==> config.mk <==
export PLATFORM = sky130hd
export DESIGN_NAME = fetch_controller
export DESIGN_NICKNAME = d
export VERILOG_FILES = /design/src/rtl/fetch_controller.sv
export SDC_FILE = /design/constraint.sdc
export NUM_CORES = 1
export LEC_CHECK = 0
export BUFFER_PORTS_ARGS = -buffer_cell sky130_fd_sc_hd__buf_4
export CORE_AREA = 5 5 189 191
export CTS_CLUSTER_DIAMETER = 40
export DETAILED_ROUTE_END_ITERATION = 12
export DIE_AREA = 0 0 194 196
export REMOVE_ABC_BUFFERS = 1
export SLEW_MARGIN = 40
export SYNTH_ARGS = -nofsm -noshare
export SYNTH_HDL_FRONTEND = slang
export SYNTH_SLANG_ARGS = --single-unit
==> constraint.sdc <==
create_clock -name clk -period 11.4 [get_ports clk]
set_input_delay 2.28 -clock clk [delete_from_list [all_inputs] [get_ports clk]]
set_output_delay 2.28 -clock clk [all_outputs]
set_load 0.02 [all_outputs]
==> src/rtl/fetch_controller.sv <==
// Fetch-stage sequencer: owns the fetch PC, captures the two-instruction bundle
// into a one-entry output register toward decode, and handles redirect/fault.
module fetch_controller #(
    parameter int                    ADDR_WIDTH = 32,
    parameter int                    DATA_WIDTH = 32,
    parameter logic [ADDR_WIDTH-1:0] RESET_PC   = '0
) (
    input  logic                  clk,
    input  logic                  rst,
    input  logic                  start,
    output logic [ADDR_WIDTH-1:0] pc,
    input  logic [ADDR_WIDTH-1:0] fetch_addr_0,
    input  logic [ADDR_WIDTH-1:0] fetch_addr_1,
    input  logic [DATA_WIDTH-1:0] fetch_instr_0,
    input  logic [DATA_WIDTH-1:0] fetch_instr_1,
    input  logic [1:0]            fetch_valid,
    input  logic                  fetch_pred_taken_0,
    input  logic                  fetch_pred_taken_1,
    input  logic [ADDR_WIDTH-1:0] fetch_pred_target_0,
    input  logic [ADDR_WIDTH-1:0] fetch_pred_target_1,
    input  logic                  redirect_valid,
    input  logic [ADDR_WIDTH-1:0] redirect_pc,
    output logic                  out_valid,
    input  logic                  out_ready,
    output logic [ADDR_WIDTH-1:0] out_addr_0,
    output logic [ADDR_WIDTH-1:0] out_addr_1,
    output logic [DATA_WIDTH-1:0] out_instr_0,
    output logic [DATA_WIDTH-1:0] out_instr_1,
    output logic [1:0]            out_instr_valid,
    output logic                  out_pred_taken_0,
    output logic                  out_pred_taken_1,
    output logic [ADDR_WIDTH-1:0] out_pred_target_0,
    output logic [ADDR_WIDTH-1:0] out_pred_target_1,
    output logic                  fetch_fault,
    output logic [31:0]           instr_count
);

    typedef enum logic [1:0] {
        IDLE,
        RUN,
        FLUSH
    } state_t;

    localparam logic [ADDR_WIDTH-1:0] INSTR_BYTES = ADDR_WIDTH'(4);

    state_t                  state;
    logic                    handshake;
    logic                    capture;
    logic [ADDR_WIDTH-1:0]   next_pc;
    logic [31:0]             delivered;

    assign handshake = out_valid && out_ready;
    assign capture   = (state == RUN) && fetch_valid[0] && (!out_valid || out_ready)
                       && !redirect_valid;
    assign delivered = {31'd0, out_instr_valid[0]} + {31'd0, out_instr_valid[1]};

    // A taken prediction in the youngest valid slot wins; otherwise fall through.
    always_comb begin
        next_pc = pc + INSTR_BYTES;
        if (fetch_valid[1] && fetch_pred_taken_1)
            next_pc = fetch_pred_target_1;
        else if (fetch_valid[1])
            next_pc = fetch_addr_1 + INSTR_BYTES;
        else if (fetch_pred_taken_0)
            next_pc = fetch_pred_target_0;
    end

    // NOTE: all state uses non-blocking assignments so every register samples
    // pre-edge values; the output data registers are reset too, so decode never
    // sees X on a bundle that was never captured.
    always_ff @(posedge clk or posedge rst) begin
        if (rst) begin
            state             <= IDLE;
            pc                <= RESET_PC;
            out_valid         <= 1'b0;
            out_addr_0        <= '0;
            out_addr_1        <= '0;
            out_instr_0       <= '0;
            out_instr_1       <= '0;
            out_instr_valid   <= '0;
            out_pred_taken_0  <= 1'b0;
            out_pred_taken_1  <= 1'b0;
            out_pred_target_0 <= '0;
            out_pred_target_1 <= '0;
            fetch_fault       <= 1'b0;
            instr_count       <= '0;
        end else begin
            // Counts even when a redirect discards the bundle in the same cycle.
            if (handshake)
                instr_count <= instr_count + delivered;

            case (state)
                IDLE: begin
                    if (redirect_valid)
                        pc <= redirect_pc;
                    if (start)
                        state <= RUN;
                end
                RUN, FLUSH: begin
                    if (redirect_valid) begin
                        pc          <= redirect_pc;
                        out_valid   <= 1'b0;
                        fetch_fault <= 1'b0;
                        state       <= FLUSH;
                    end else if (state == FLUSH) begin
                        // One idle cycle lets a BTB write from the redirect land.
                        state <= RUN;
                    end else begin
                        if (capture) begin
                            out_valid         <= 1'b1;
                            out_addr_0        <= fetch_addr_0;
                            out_addr_1        <= fetch_addr_1;
                            out_instr_0       <= fetch_instr_0;
                            out_instr_1       <= fetch_instr_1;
                            out_instr_valid   <= fetch_valid;
                            out_pred_taken_0  <= fetch_pred_taken_0;
                            out_pred_taken_1  <= fetch_pred_taken_1;
                            out_pred_target_0 <= fetch_pred_target_0;
                            out_pred_target_1 <= fetch_pred_target_1;
                            pc                <= next_pc;
                        end else if (handshake) begin
                            out_valid <= 1'b0;
                        end
                        if (fetch_valid == 2'b00)
                            fetch_fault <= 1'b1;
                    end
                end
                default: state <= IDLE;
            endcase
        end
    end

endmodule

==> impl_metrics.toml <==
[cts]
post_cts_resize_count = 0
htree_levels = 2
post-cts-setup-buffers = 0
cts_buffers = 44
cts_tree = "built"
cts_sinks = 264
hold_buffers = 0
clockBufferDepth = 3
clk_pin_slew_ns = 0.05
insertion_delay_ns = 0.55
cts-root-buf = "clkbuf_16"

[worst_hold_path]
min_path_cells = 1
hold_path.class = "reg -> reg"
hold_path_end = "instr_count[31]"
min_from = "instr_count[31]"

[power]
total_power_mw = 5.21
p_seq_frac = 0.314
power.internal_mw = 3.26
ir_worst_vdd_mv = 0.151
p_sw_mw = 1.95
p_leak_nw = 8.61
powerDensity_nw_per_um2 = 285
p_clk_frac = 0.273
p_sw_frac = 0.374
combPwrFrac = 0.413

[global_route]
track_usage = 0.224
grt.overflow.total = 0
grt_max_degree = 129
grt_antenna_before_repair = 4
grt_pass1_vias = 10905
grt_pass1_wl_mm = 67.0

[sta]
hold_viol_final = 0
min_period_ns = 4.28
slew_headroom = 0.443
drv_slew = 0
holdWs_ns = 0.480
setup_viol = 0
fmax_ghz = 0.234
finalCritPeriodShare = 0.375
grt_setup_unrepaired = "no"
finClkSkew_ns = 0.0195
worstMarginPinSlew_ns = 0.829

[synth]
synthTopCellsByArea = "dfrtp_1 (52%), mux2_2 (18%), xnor2_1 (3.7%)"
synth.most_common_cell = "dfrtp_1"
synth_ff_type = "dfrtp_1"
ys_seq_area_frac = 0.525
syn_area_um2 = 12600
synth.avg_cell_area_um2 = 11.9
ys_ff_latch = 264
synth_warnings = 0
async_reset_ff_frac = 1.00
synth_common_cells = "dfrtp_1 (264), mux2_2 (199), nand2_1 (77)"
yosysTopAreaCellShare = 0.525
syn-instance-count = 1062
ys_types = 67
synth_edf_count = 0
yosys.area.top_type = "dfrtp_1"

[setup_path]
ff2ff_setup_slack_ns = 8.14
r2r-start = "state[1]"
crit_buf_inv = 3
critical_path.startpoint_type = "input pin"
crit_chain = "buf_4, nand2_1, or3_1, nor2_4, buf_4, buf_6, mux2_2"
cp_max_fo = 67
r2r_end = "out_addr_1[29]"
worstPathRequired_ns = 11.82
end_kind = "flop"
cpLargestDelayFamily = "buffers and inverters"
max_stage_delay_ns = 0.60
reg2reg_depth = 8
crit_top_cell = "buf_4"
worst_ep_arrival_time_ns = 4.69
critPathKind = "in -> reg"
worst_path_max_delay_cell = "buf_6"

[route]
viasPerCell = 5.10
ant_nets = 0
drt_iter0_drc = 535
routed_wl_mm = 44.7
vias = 10406
post-route-drc-count = 0
dr.pass1.iters = 5
wl_per_cell_um = 21.9

[run]
timing.max_cap.violations = 0

[floorplanning]
io_pins = 495
dieArea_um2 = 38000
fp.dieH_um = 196
coreArea_um2 = 33900
die_w_um = 194
initial_utilization = 0.371
placementRows = 68

[cells_and_area]
area.growth.synth_to_final_pct = 45.2
fin_cells = 2042
drive_above_1_share = 0.505
fin_area_um2 = 18300
nNetsFinal = 1793
fillers = 2990

[place]
dp.cells = 1960
portBuffers = 494
dp_hpwl_mm = 33.4
placed_area_um2 = 16600
place.gp.congestion = 0.824

[status]
status = "finished, final reports clean"
[routing by layer]
metal | share of wire | GRT usage
met3 | 0.074 | 0.0627
met2 | 0.50 | 0.383
met4 | 0.023 | 0.0661
met5 | 0.00060 | 0
met1 | 0.40 | 0.278
[stage by stage]
step	utilization	setup TNS, ns	worst slack (ns)
global route	0.538	0	7.00
global placement	0.490	0	6.39
CTS	0.537	0	6.93
floorplan	-	-175.09	-0.888
finish	0.538	0	7.12
detailed placement	0.490	0	6.36
[worst max path at each step]
stage	to	cells after the start	start	slack [ns]
3_3_place_gp	out_instr_0[10]	8	redirect_valid	6.39
5_1_grt	out_addr_1[29]	8	redirect_valid	7.00
4_1_cts	out_addr_1[26]	7	fetch_valid[0]	6.93
2_1_floorplan	out_addr_0[0]	4	redirect_valid	-0.89
6_report	out_addr_1[29]	7	fetch_valid[0]	7.12
3_5_place_dp	out_instr_0[13]	7	fetch_valid[0]	6.36
[logic make-up after synthesis]
kind of cell,after synthesis,share of synthesized area
mux,208,0.185
xor+xnor,82,0.0571
flops,264,0.525
simple gates,283,0.123
buf+inv,80,0.0321
compound gates,137,0.0695
fa+ha+maj,8,0.00855
[power groups by stage]
stage	Combinational [mW]	Clock [mW]	Sequential, mW
6_report	2.15	1.42	1.64
2_1_floorplan	0.734	0	2.08
3_5_place_dp	2.17	0	1.64
5_1_grt	2.30	1.49	1.69
3_3_place_gp	2.15	0	1.63
4_1_cts	2.18	1.45	1.64
[flip-flops by register name, summed over array words and instances, names as in the netlist]
name               count
pc                    32
state                  2
out_instr_0           32
out_addr_0            32
out_pred_taken_0       1
out_pred_target_0     32
out_pred_target_1     32
out_instr_valid        2
fetch_fault            1
out_addr_1            32
out_valid              1
out_pred_taken_1       1
instr_count           32
out_instr_1           32
[placed cells by master, fill, tap and decap left out, types with 9 or more instances in the layout]
cell / synthesis / final
and3_1: 29 / 29
inv_1: 21 / 20
nor2_1: 36 / 35
mux2_2: 199 / 199
xnor2_1: 53 / 53
nand4_1: 21 / 21
o21ai_0: 42 / 41
nand2_1: 77 / 77
dfrtp_1: 264 / 264
a21oi_1: 31 / 30
xor2_1: 29 / 29
clkbuf_16: 0 / 44
buf_4: 22 / 498
mux2i_1: 9 / 9
nand3_1: 54 / 54
o211ai_1: 16 / 16
and4_1: 11 / 11
[cell type report]
class,count,area [µm²],area share
Timing Repair Buffer,503,3810,0.209
Antenna cell,2,5.00,0.000274
Multi-Input combinational cell,718,5600,0.306
Tap cell,455,569,0.0311
Clock inverter,27,393,0.0215
Sequential cell,264,6610,0.361
Inverter,21,91.3,0.00500
Clock buffer,52,1200,0.0657
(Power assumes the default switching activity.)
